## config.mk

```make
export PLATFORM = sky130hd
export DESIGN_NAME = multdiv_ctrl_flat
export DESIGN_NICKNAME = d
export VERILOG_FILES = /design/src/rtl/multdiv_ctrl_if.sv /design/src/rtl/multdiv_ctrl.sv /design/src/flat_wrapper.sv
export SDC_FILE = /design/constraint.sdc
export NUM_CORES = 1
export LEC_CHECK = 0
export CAP_MARGIN = 20
export CORE_ASPECT_RATIO = 1.4
export CORE_MARGIN = 3
export CORE_UTILIZATION = 60
export DETAILED_ROUTE_END_ITERATION = 16
export DONT_BUFFER_PORTS = 1
export PLACE_DENSITY = 0.86
export SETUP_SLACK_MARGIN = 0.2
export SYNTH_ARGS = -nofsm -noshare
export SYNTH_HDL_FRONTEND = slang
export SYNTH_SLANG_ARGS = --single-unit
```

## constraint.sdc

```tcl
create_clock -name clk_i -period 7.61 [get_ports clk_i]
set_input_delay 1.522 -clock clk_i [delete_from_list [all_inputs] [get_ports clk_i]]
set_output_delay 1.522 -clock clk_i [all_outputs]
set_load 0.02 [all_outputs]
```

## src/rtl/multdiv_ctrl_if.sv

```systemverilog
`default_nettype none
// ============================================================================
//  Module   : multdiv_ctrl_if
//  Brief    : Bundle of the pipeline request/result signals and the
//             multiply/divide datapath handshake seen by multdiv_ctrl.
//  Revision : 1.0  initial release
// ============================================================================
interface multdiv_ctrl_if #(
   parameter int WIDTH = 32,
   parameter int TAG_W = 5
);
   // pipeline request side
   logic             op_mult;
   logic             op_div;
   logic [WIDTH-1:0] op_a;
   logic [WIDTH-1:0] op_b;
   logic [TAG_W-1:0] op_rd;
   // datapath side
   logic [WIDTH-1:0] unit_a;
   logic [WIDTH-1:0] unit_b;
   logic             unit_start_mult;
   logic             unit_start_div;
   logic [WIDTH-1:0] unit_result;
   logic             unit_exception;
   logic             unit_rdy;
   // pipeline result side
   logic             stall;
   logic [WIDTH-1:0] result;
   logic [TAG_W-1:0] result_rd;
   logic             result_exc;
   logic             result_valid;

   // controller view
   modport slave (
      input  op_mult, op_div, op_a, op_b, op_rd,
      input  unit_result, unit_exception, unit_rdy,
      output unit_a, unit_b, unit_start_mult, unit_start_div,
      output stall, result, result_rd, result_exc, result_valid
   );

   // environment view (pipeline plus datapath)
   modport master (
      output op_mult, op_div, op_a, op_b, op_rd,
      output unit_result, unit_exception, unit_rdy,
      input  unit_a, unit_b, unit_start_mult, unit_start_div,
      input  stall, result, result_rd, result_exc, result_valid
   );
endinterface
`default_nettype wire

```

## src/rtl/multdiv_ctrl.sv

```systemverilog
`default_nettype none
// ============================================================================
//  Module   : multdiv_ctrl
//  Brief    : Sequences one MULT/DIV request at a time through the shared
//             datapath: latches operands, pulses start, waits on ready with
//             a watchdog, returns a tagged result. Divide-by-zero is trapped
//             without starting the divider.
//  Revision : 1.0  initial release
// ============================================================================
module multdiv_ctrl #(
   parameter int WIDTH   = 32,
   parameter int TAG_W   = 5,
   parameter int TIMEOUT = 40
) (
   input  wire logic        clk_i,
   input  wire logic        clr_i,
   multdiv_ctrl_if.slave    bus_if
);

   typedef enum logic [1:0] {
      S_IDLE  = 2'd0,
      S_ISSUE = 2'd1,
      S_WAIT  = 2'd2,
      S_DONE  = 2'd3
   } state_t;

   localparam int                CNT_W   = $clog2(TIMEOUT + 1);
   localparam logic [CNT_W-1:0]  CNT_MAX = CNT_W'(TIMEOUT);

   state_t           state_q;
   logic [CNT_W-1:0] cnt_q;
   logic [CNT_W-1:0] cnt_d;
   logic             timeout_hit;
   logic [WIDTH-1:0] a_q;
   logic [WIDTH-1:0] b_q;
   logic [TAG_W-1:0] rd_q;
   logic             start_mult_q;
   logic             start_div_q;
   logic [WIDTH-1:0] result_q;
   logic [TAG_W-1:0] result_rd_q;
   logic             result_exc_q;
   logic             result_valid_q;
   logic             req;

   assign req = bus_if.op_mult | bus_if.op_div;

   // Saturating wait counter; the watchdog fires on the cycle it reaches TIMEOUT
   always_comb begin
      cnt_d       = (cnt_q == CNT_MAX) ? cnt_q : cnt_q + 1'b1;
      timeout_hit = (cnt_d == CNT_MAX);
   end

   // Main sequencer with registered datapath and result outputs
   always_ff @(posedge clk_i or posedge clr_i) begin
      if (clr_i) begin
         state_q        <= S_IDLE;
         cnt_q          <= '0;
         a_q            <= '0;
         b_q            <= '0;
         rd_q           <= '0;
         start_mult_q   <= 1'b0;
         start_div_q    <= 1'b0;
         result_q       <= '0;
         result_rd_q    <= '0;
         result_exc_q   <= 1'b0;
         result_valid_q <= 1'b0;
      end else begin
         start_mult_q   <= 1'b0;
         start_div_q    <= 1'b0;
         result_valid_q <= 1'b0;
         case (state_q)
            S_IDLE: begin
               if (req) begin
                  a_q  <= bus_if.op_a;
                  b_q  <= bus_if.op_b;
                  rd_q <= bus_if.op_rd;
                  // multiply has priority when both requests are raised
                  if (!bus_if.op_mult && (bus_if.op_b == '0)) begin
                     result_q       <= '0;
                     result_exc_q   <= 1'b1;
                     result_rd_q    <= bus_if.op_rd;
                     result_valid_q <= 1'b1;
                     state_q        <= S_DONE;
                  end else begin
                     start_mult_q <= bus_if.op_mult;
                     start_div_q  <= !bus_if.op_mult;
                     state_q      <= S_ISSUE;
                  end
               end
            end
            S_ISSUE: begin
               // ready may still be high from the previous operation
               cnt_q   <= '0;
               state_q <= S_WAIT;
            end
            S_WAIT: begin
               cnt_q <= cnt_d;
               if (bus_if.unit_rdy) begin
                  result_q       <= bus_if.unit_result;
                  result_exc_q   <= bus_if.unit_exception;
                  result_rd_q    <= rd_q;
                  result_valid_q <= 1'b1;
                  state_q        <= S_DONE;
               end else if (timeout_hit) begin
                  result_q       <= '0;
                  result_exc_q   <= 1'b1;
                  result_rd_q    <= rd_q;
                  result_valid_q <= 1'b1;
                  state_q        <= S_DONE;
               end
            end
            default: begin
               state_q <= S_IDLE;
            end
         endcase
      end
   end

   assign bus_if.unit_a          = a_q;
   assign bus_if.unit_b          = b_q;
   assign bus_if.unit_start_mult = start_mult_q;
   assign bus_if.unit_start_div  = start_div_q;
   assign bus_if.result          = result_q;
   assign bus_if.result_rd       = result_rd_q;
   assign bus_if.result_exc      = result_exc_q;
   assign bus_if.result_valid    = result_valid_q;
   // low in DONE so the pipeline advances together with result_valid
   assign bus_if.stall           = ((state_q == S_IDLE) && req) ||
                                   (state_q == S_ISSUE) || (state_q == S_WAIT);

endmodule
`default_nettype wire

```

## src/flat_wrapper.sv

```systemverilog
// flat-port wrapper written by rule: the top's interface ports become plain ports
module multdiv_ctrl_flat 
#(
   parameter int WIDTH   = 32,
   parameter int TAG_W   = 5,
   parameter int TIMEOUT = 40
)
  (clk_i, clr_i, bus_if_op_mult, bus_if_op_div, bus_if_op_a, bus_if_op_b, bus_if_op_rd, bus_if_unit_result, bus_if_unit_exception, bus_if_unit_rdy, bus_if_unit_a, bus_if_unit_b, bus_if_unit_start_mult, bus_if_unit_start_div, bus_if_stall, bus_if_result, bus_if_result_rd, bus_if_result_exc, bus_if_result_valid);
  multdiv_ctrl_if #(.WIDTH(WIDTH), .TAG_W(TAG_W)) bus_if_i ();
  input  wire logic clk_i;
  input  wire logic clr_i;
  input wire logic [$bits(bus_if_i.op_mult)-1:0] bus_if_op_mult;
  input wire logic [$bits(bus_if_i.op_div)-1:0] bus_if_op_div;
  input wire logic [$bits(bus_if_i.op_a)-1:0] bus_if_op_a;
  input wire logic [$bits(bus_if_i.op_b)-1:0] bus_if_op_b;
  input wire logic [$bits(bus_if_i.op_rd)-1:0] bus_if_op_rd;
  input wire logic [$bits(bus_if_i.unit_result)-1:0] bus_if_unit_result;
  input wire logic [$bits(bus_if_i.unit_exception)-1:0] bus_if_unit_exception;
  input wire logic [$bits(bus_if_i.unit_rdy)-1:0] bus_if_unit_rdy;
  output wire logic [$bits(bus_if_i.unit_a)-1:0] bus_if_unit_a;
  output wire logic [$bits(bus_if_i.unit_b)-1:0] bus_if_unit_b;
  output wire logic [$bits(bus_if_i.unit_start_mult)-1:0] bus_if_unit_start_mult;
  output wire logic [$bits(bus_if_i.unit_start_div)-1:0] bus_if_unit_start_div;
  output wire logic [$bits(bus_if_i.stall)-1:0] bus_if_stall;
  output wire logic [$bits(bus_if_i.result)-1:0] bus_if_result;
  output wire logic [$bits(bus_if_i.result_rd)-1:0] bus_if_result_rd;
  output wire logic [$bits(bus_if_i.result_exc)-1:0] bus_if_result_exc;
  output wire logic [$bits(bus_if_i.result_valid)-1:0] bus_if_result_valid;
  assign bus_if_i.op_mult = bus_if_op_mult;
  assign bus_if_i.op_div = bus_if_op_div;
  assign bus_if_i.op_a = bus_if_op_a;
  assign bus_if_i.op_b = bus_if_op_b;
  assign bus_if_i.op_rd = bus_if_op_rd;
  assign bus_if_i.unit_result = bus_if_unit_result;
  assign bus_if_i.unit_exception = bus_if_unit_exception;
  assign bus_if_i.unit_rdy = bus_if_unit_rdy;
  assign bus_if_unit_a = bus_if_i.unit_a;
  assign bus_if_unit_b = bus_if_i.unit_b;
  assign bus_if_unit_start_mult = bus_if_i.unit_start_mult;
  assign bus_if_unit_start_div = bus_if_i.unit_start_div;
  assign bus_if_stall = bus_if_i.stall;
  assign bus_if_result = bus_if_i.result;
  assign bus_if_result_rd = bus_if_i.result_rd;
  assign bus_if_result_exc = bus_if_i.result_exc;
  assign bus_if_result_valid = bus_if_i.result_valid;
  multdiv_ctrl #(.WIDTH(WIDTH), .TAG_W(TAG_W), .TIMEOUT(TIMEOUT)) u_core (.clk_i(clk_i), .clr_i(clr_i), .bus_if(bus_if_i));
endmodule
```

After elaboration in Yosys (flattened, before gate mapping)
Cells that the tools add are included.
{"block": "word_totals", "register_bits": 118, "elab_cells": 65}
{"block": "classes", "add_sub_neg": 1, "eq_ne": 7, "mux": 33, "n_bitwise": 1, "n_reduce_logical": 12}
{"cell": "$mux W32", "count": 4}
{"cell": "$pmux W32 S2", "count": 1}
{"cell": "$logic_not A32 Y1", "count": 1}
{"cell": "$mux W5", "count": 4}
{"cell": "$mux W1", "count": 14}
{"cell": "$eq A6 B6 Y1 const B", "count": 2}
{"cell": "$pmux W6 S2", "count": 1}
{"cell": "$pmux W5 S2", "count": 1}
{"cell": "$mux W2", "count": 4}
{"cell": "$add A6 B1 Y6 const B", "count": 1}
{"cell": "$mux W6", "count": 1}
{"cell": "$pmux W2 S3", "count": 1}
{"cell": "$ne A2 B1 Y1 const B", "count": 2}
{"cell": "$pmux W1 S2", "count": 2}
{"cell": "$reduce_and A2 Y1", "count": 2}
{"cell": "$reduce_and A4 Y1", "count": 1}
{"cell": "$reduce_bool A2 Y1", "count": 2}
{"cell": "$ne A3 B2 Y1 const B", "count": 1}
{"cell": "$eq A2 B1 Y1 const B", "count": 1}
{"cell": "$eq A2 B2 Y1 const B", "count": 1}
{"cell": "$logic_and A1 B1 Y1", "count": 2}
{"cell": "$logic_not A2 Y1", "count": 1}
{"cell": "$logic_or A1 B1 Y1", "count": 2}
{"cell": "$logic_not A1 Y1", "count": 1}
{"cell": "$or A1 B1 Y1", "count": 1}

Logic depth before layout (Yosys ltp)
{"block": "logic_depth", "word_depth": 6, "ltp_mapped": 10, "mapped_depth_nobuf": 7}

Worst setup path before layout
Ideal clock, no wire load.
{"block": "synth_path", "path_kind": "input port to output port", "from": "input bus_if_op_mult", "to": "output bus_if_stall", "arrival_ns": 2.427, "required_ns": 6.088, "slack_ns": 3.661, "cell_stages": 3, "path_cell_list": "o21ai_1 clkbuf_1 nand2_1"}
{"block": "synth_between", "elab_chain_cells": 4}
{"element": "start, declared", "line": "flat_wrapper.sv:12", "source": "input wire logic [$bits(bus_if_i.op_mult)-1:0] bus_if_op_mult;"}
{"element": "$or A1 B1 Y1", "line": "multdiv_ctrl.sv:45", "source": "assign req = bus_if.op_mult | bus_if.op_div;"}
{"element": "$logic_and A1 B1 Y1", "line": "multdiv_ctrl.sv:128", "source": "assign bus_if.stall = ((state_q == S_IDLE) && req) ||"}
{"element": "$logic_or A1 B1 Y1", "line": "multdiv_ctrl.sv:128"}
{"element": "$logic_or A1 B1 Y1", "line": "multdiv_ctrl.sv:129", "source": "(state_q == S_ISSUE) || (state_q == S_WAIT);"}
{"element": "end, declared", "line": "flat_wrapper.sv:24", "source": "output wire logic [$bits(bus_if_i.stall)-1:0] bus_if_stall;"}
No other way between the ends.

Final worst setup path
{"block": "layout_path", "from": "input bus_if_op_b[0]", "to": "register u_core.result_q[15], in the netlist u_core.bus_if.result[15]"}
{"block": "layout_between", "elab_chain_cells": 4}
{"element": "start, declared", "line": "flat_wrapper.sv:15", "source": "input wire logic [$bits(bus_if_i.op_b)-1:0] bus_if_op_b;"}
{"element": "$logic_not A32 Y1", "line": "multdiv_ctrl.sv:78", "source": "if (!bus_if.op_mult && (bus_if.op_b == '0)) begin"}
{"element": "$logic_and A1 B1 Y1", "line": "multdiv_ctrl.sv:78"}
{"element": "$ne A2 B1 Y1 (no source line)"}
{"element": "$reduce_and A4 Y1 (no source line)"}
{"element": "end signal, assigned", "line": "multdiv_ctrl.sv:99", "source": "result_q <= bus_if.unit_result;"}
{"element": "end, declared", "line": "multdiv_ctrl.sv:39", "source": "logic [WIDTH-1:0] result_q;"}
No other way between the ends.
A chain may end at the register's enable or synchronous reset.

==> implementation parameters <==
Parameter                              Value

Status
  Outcome ... finished, final reports clean

Global routing
  GR Overflow Total ... 0
  Number of antenna violations at the first check in global routing ... 0
  Overall routing resource usage ... 24.0%
  First-pass GRT wire length ... 17.6 mm
  Largest net degree at the start of global routing ... 89
  Vias in the first global route ... 3361

Clocking
  Post-CTS resize count ... 0
  CTS clk-pin slew, worst paths ... 0.05 ns
  CTS root buf ... sky130_fd_sc_hd__clkbuf_16
  Largest buffer count on any clock path ... 2
  CTS Hold Buffers Added ... 0
  Worst-skew pair later-pin latency ... 0.40 ns
  TritonCTS clock tree ... done
  Count of clock tree sinks ... 118
  Total number of H-tree levels ... 4
  Post-CTS Repair Setup Buffers ... 0
  Number of buffers inserted during clock tree synthesis ... 17

Yosys
  Distinct cell type count of the synthesized netlist ... 38
  Synth Register Bits ... 118
  Top area cells in the synthesized netlist ... sky130_fd_sc_hd__dfrtp_1, sky130_fd_sc_hd__mux2_2, sky130_fd_sc_hd__mux2_1
  Cells after Synth ... 373
  Share of flip-flops with an asynchronous set or reset ... 100%
  Share of the synthesized area in the top cell type ... 58.2%
  Post-synthesis sequential area ratio ... 58.2%
  Number of warnings reported in the yosys synthesis log ... 0
  Synthesized net count ... 486
  Leading register cell type out of synthesis ... sky130_fd_sc_hd__dfrtp_1
  Dominant cell type by area after synthesis ... sky130_fd_sc_hd__dfrtp_1
  Post-synth design cell area ... 5070 um2
  Post-synthesis area per instance ... 13.6 um2
  EDFF count, synth ... 0

Floorplan
  Starting density of the core ... 61.9%
  FP Rows ... 39
  Overall die area ... 9610 um2
  DIE WIDTH ... 83.7 um
  Io pins ... 213
  Core Box Area ... 8200 um2
  Die Y-Extent ... 115 um

Critical path
  Worst setup path class ... primary input to register
  Critical path arrival ... 3.63 ns
  CP Launch Type ... primary input
  CP bufs+invs ... 1
  Cell family with most CP delay ... simple AND/OR/NAND/NOR gates
  Chain of cells forming the critical path ... nor4_1 -> nand4_1 -> nor2_1 -> a31oi_1 -> nor3_4 -> buf_4 -> mux2_2
  Slowest CP cell ... sky130_fd_sc_hd__buf_4
  Stage delay of the slowest cell on the critical path ... 0.45 ns
  Worst setup EP type ... register
  Peak fanout along the critical path ... 38
  Required time at the endpoint of the critical path ... 7.89 ns

STA
  Worst Clk Skew ... 0.00416 ns
  Final hold violations ... 0
  Transition time at the pin with the least slew margin ... 0.846 ns
  Number of endpoints failing setup at the final stage ... 0
  Worst Setup Slack, final ... 4.26 ns
  Setup Total Neg Slack ... 0 ns
  RSZ-0062 raised after global routing ... no
  Portion of the clock cycle consumed by the worst path in the final layout ... 44.0%
  Achievable clock frequency ... 298 MHz
  Minimum period implied by the final worst setup slack ... 3.35 ns
  Relative slew slack ... 43.6%
  Number of pins with negative max-slew slack in the final report ... 0
  Worst hold slack ... 0.508 ns

Power and ir drop
  Power, Total ... 2.95 mW
  Leakage power total ... 2.64 nW
  Maximum VDD drop ... 0.299 mV
  PD cells ... 514 nW/um2

Routing
  Final routed wirelength across all metal layers ... 11.2 mm
  Met1 wire length ... 3.84 mm
  Via Count ... 3021
  DRC viols ... 0
  Detail Route Antenna Nets ... 0
  Met2 routed WL ... 5.75 mm
  Pre-Repair DR Iteration Count ... 4
  Highest layer used for signal routing ... met4
  Average routed wire per standard cell ... 22.8 um
  Drt initial violations ... 129
  Via density per instance ... 6.18
  Routed met3 length ... 1.37 mm

Finish
  Syn-to-layout area delta ... 13.2%
  Fraction of final layout cells with drive strength greater than 1 ... 33.9%
  Diode count ... 0
  Final Core Density ... 70.1%
  Number of standard cells in the final layout excluding fillers ... 489
  Post-layout instance area ... 5740 um2
  Number of nets in the layout ... 487

Place
  Post-DP Area ... 5120 um2
  Setup slack after placement ... 3.80 ns
  Quantity of I/O buffers inserted on ports ... 0
  Routability congestion estimate ... 0.795
  Placed instance count ... 456
  HPWL after detailed placement ... 7.78 mm

Hold path
  Tightest Hold Check Type ... register to register

Flow run
  Max-Cap Viols ... 0
## layer usage
layer / vias up / GRT usage (%)
met3: 18 / 12.8
met5: - / 0
met2: 180 / 40.6
met1: 1478 / 25.1
li1: 1345 / -
met4: 0 / 9.55
## layout make-up
class / instances / area [um2]
multi-input combinational: 220 / 1960
clock buffer: 21 / 470
timing repair buffer: 5 / 57.6
tap: 102 / 128
sequential: 118 / 2950
inverter: 12 / 47.5
clock inverter: 11 / 125
fill: 558 / 2450
## final timing paths
check	slack, ns	to	depth (start not counted)	startpoint
max	4.26	u_core.bus_if.result[15]$_DFFE_PP0P_	7	bus_if_op_b[0]
min reg2reg	0.51	u_core.rd_q[1]$_DFFE_PP0P_	1	u_core.rd_q[1]$_DFFE_PP0P_
min	0.51	u_core.rd_q[1]$_DFFE_PP0P_	1	u_core.rd_q[1]$_DFFE_PP0P_
max in group asynchronous	5.65	u_core.bus_if.unit_start_mult$_DFF_PP0_	3	clr_i
min in group asynchronous	0.97	u_core.bus_if.unit_a[4]$_DFFE_PP0P_	1	clr_i
max reg2reg	4.93	u_core.bus_if.result[15]$_DFFE_PP0P_	8	u_core.cnt_q[0]$_DFFE_PP0P_
## worst register-to-register path: cells and delay by family, from the launching register on
kind / cells / cell delay [ns]
AND/OR/NAND/NOR: 1 / 0.16
AO/OA/AOI/OAI: 4 / 0.75
adder cells (fa/ha/maj): 1 / 0.32
buffers and inverters: 1 / 0.45
multiplexers: 1 / 0.42
flip-flops: 1 / 0.47
## kinds of logic (layout without fill, tap and decap cells)
logic type,Yosys count,count (layout),synth area share [%]
buf+inv,35,49,3.35
mux,111,111,24.6
flops,118,118,58.2
simple gates,75,75,8.73
fa+ha+maj,6,6,1.48
compound gates,26,26,3.26
xor+xnor,2,2,0.345
## state kept, by name (all words and copies together) (netlist names)
register                       flops
u_core.bus_if.unit_a              32
u_core.bus_if.unit_b              32
u_core.rd_q                        5
u_core.bus_if.result              32
u_core.bus_if.unit_start_mult      1
u_core.state_q                     2
u_core.cnt_q                       6
u_core.bus_if.result_exc           1
u_core.bus_if.result_valid         1
u_core.bus_if.result_rd            5
u_core.bus_if.unit_start_div       1
## cells in the final DEF (no fill, tap or decap), types with 2 or more instances in the layout
cell	synthesis	routed
sky130_fd_sc_hd__a31oi_1	2	2
sky130_fd_sc_hd__clkbuf_16	0	17
sky130_fd_sc_hd__o31ai_1	2	2
sky130_fd_sc_hd__and3_1	33	33
sky130_fd_sc_hd__mux2_1	22	22
sky130_fd_sc_hd__xnor2_1	2	2
sky130_fd_sc_hd__clkinv_4	0	2
sky130_fd_sc_hd__a21oi_1	3	3
sky130_fd_sc_hd__clkinvlp_4	0	5
sky130_fd_sc_hd__o21ai_0	9	9
sky130_fd_sc_hd__nor3b_1	2	2
sky130_fd_sc_hd__nor4_1	8	8
sky130_fd_sc_hd__clkinv_2	0	2
sky130_fd_sc_hd__clkbuf_8	0	3
sky130_fd_sc_hd__inv_1	12	11
sky130_fd_sc_hd__dfrtp_1	118	118
sky130_fd_sc_hd__o22ai_1	2	2
sky130_fd_sc_hd__nand4_1	4	4
sky130_fd_sc_hd__mux2_2	89	89
sky130_fd_sc_hd__nor3_1	2	2
sky130_fd_sc_hd__buf_4	2	4
sky130_fd_sc_hd__nand3_1	6	6
sky130_fd_sc_hd__nor2_1	6	6
sky130_fd_sc_hd__nand2_1	8	8
sky130_fd_sc_hd__ha_1	6	6
sky130_fd_sc_hd__bufinv_16	0	2
## report_power, final
part,switching [mW],total (mW),internal (mW)
clock,0.275,0.782,0.507
combinational,0.304,0.670,0.366
sequential,0.571,1.50,0.930
total,1.15,2.95,1.80
## synth_stat cells (2+ instances only)
| cell type | number |
|---|---|
| sky130_fd_sc_hd__buf_4 | 2 |
| sky130_fd_sc_hd__nor4_1 | 8 |
| sky130_fd_sc_hd__and3_1 | 33 |
| sky130_fd_sc_hd__a21oi_1 | 3 |
| sky130_fd_sc_hd__nand2_1 | 8 |
| sky130_fd_sc_hd__inv_1 | 12 |
| sky130_fd_sc_hd__nand4_1 | 4 |
| sky130_fd_sc_hd__dfrtp_1 | 118 |
| sky130_fd_sc_hd__nand3_1 | 6 |
| sky130_fd_sc_hd__mux2_2 | 89 |
| sky130_fd_sc_hd__nor3_1 | 2 |
| sky130_fd_sc_hd__a31oi_1 | 2 |
| sky130_fd_sc_hd__nor3b_1 | 2 |
| sky130_fd_sc_hd__clkbuf_1 | 17 |
| sky130_fd_sc_hd__buf_8 | 2 |
| sky130_fd_sc_hd__o31ai_1 | 2 |
| sky130_fd_sc_hd__nor2_1 | 6 |
| sky130_fd_sc_hd__o22ai_1 | 2 |
| sky130_fd_sc_hd__o21ai_0 | 9 |
| sky130_fd_sc_hd__ha_1 | 6 |
| sky130_fd_sc_hd__xnor2_1 | 2 |
| sky130_fd_sc_hd__mux2_1 | 22 |
No activity file was read; power rests on OpenSTA's default activity.
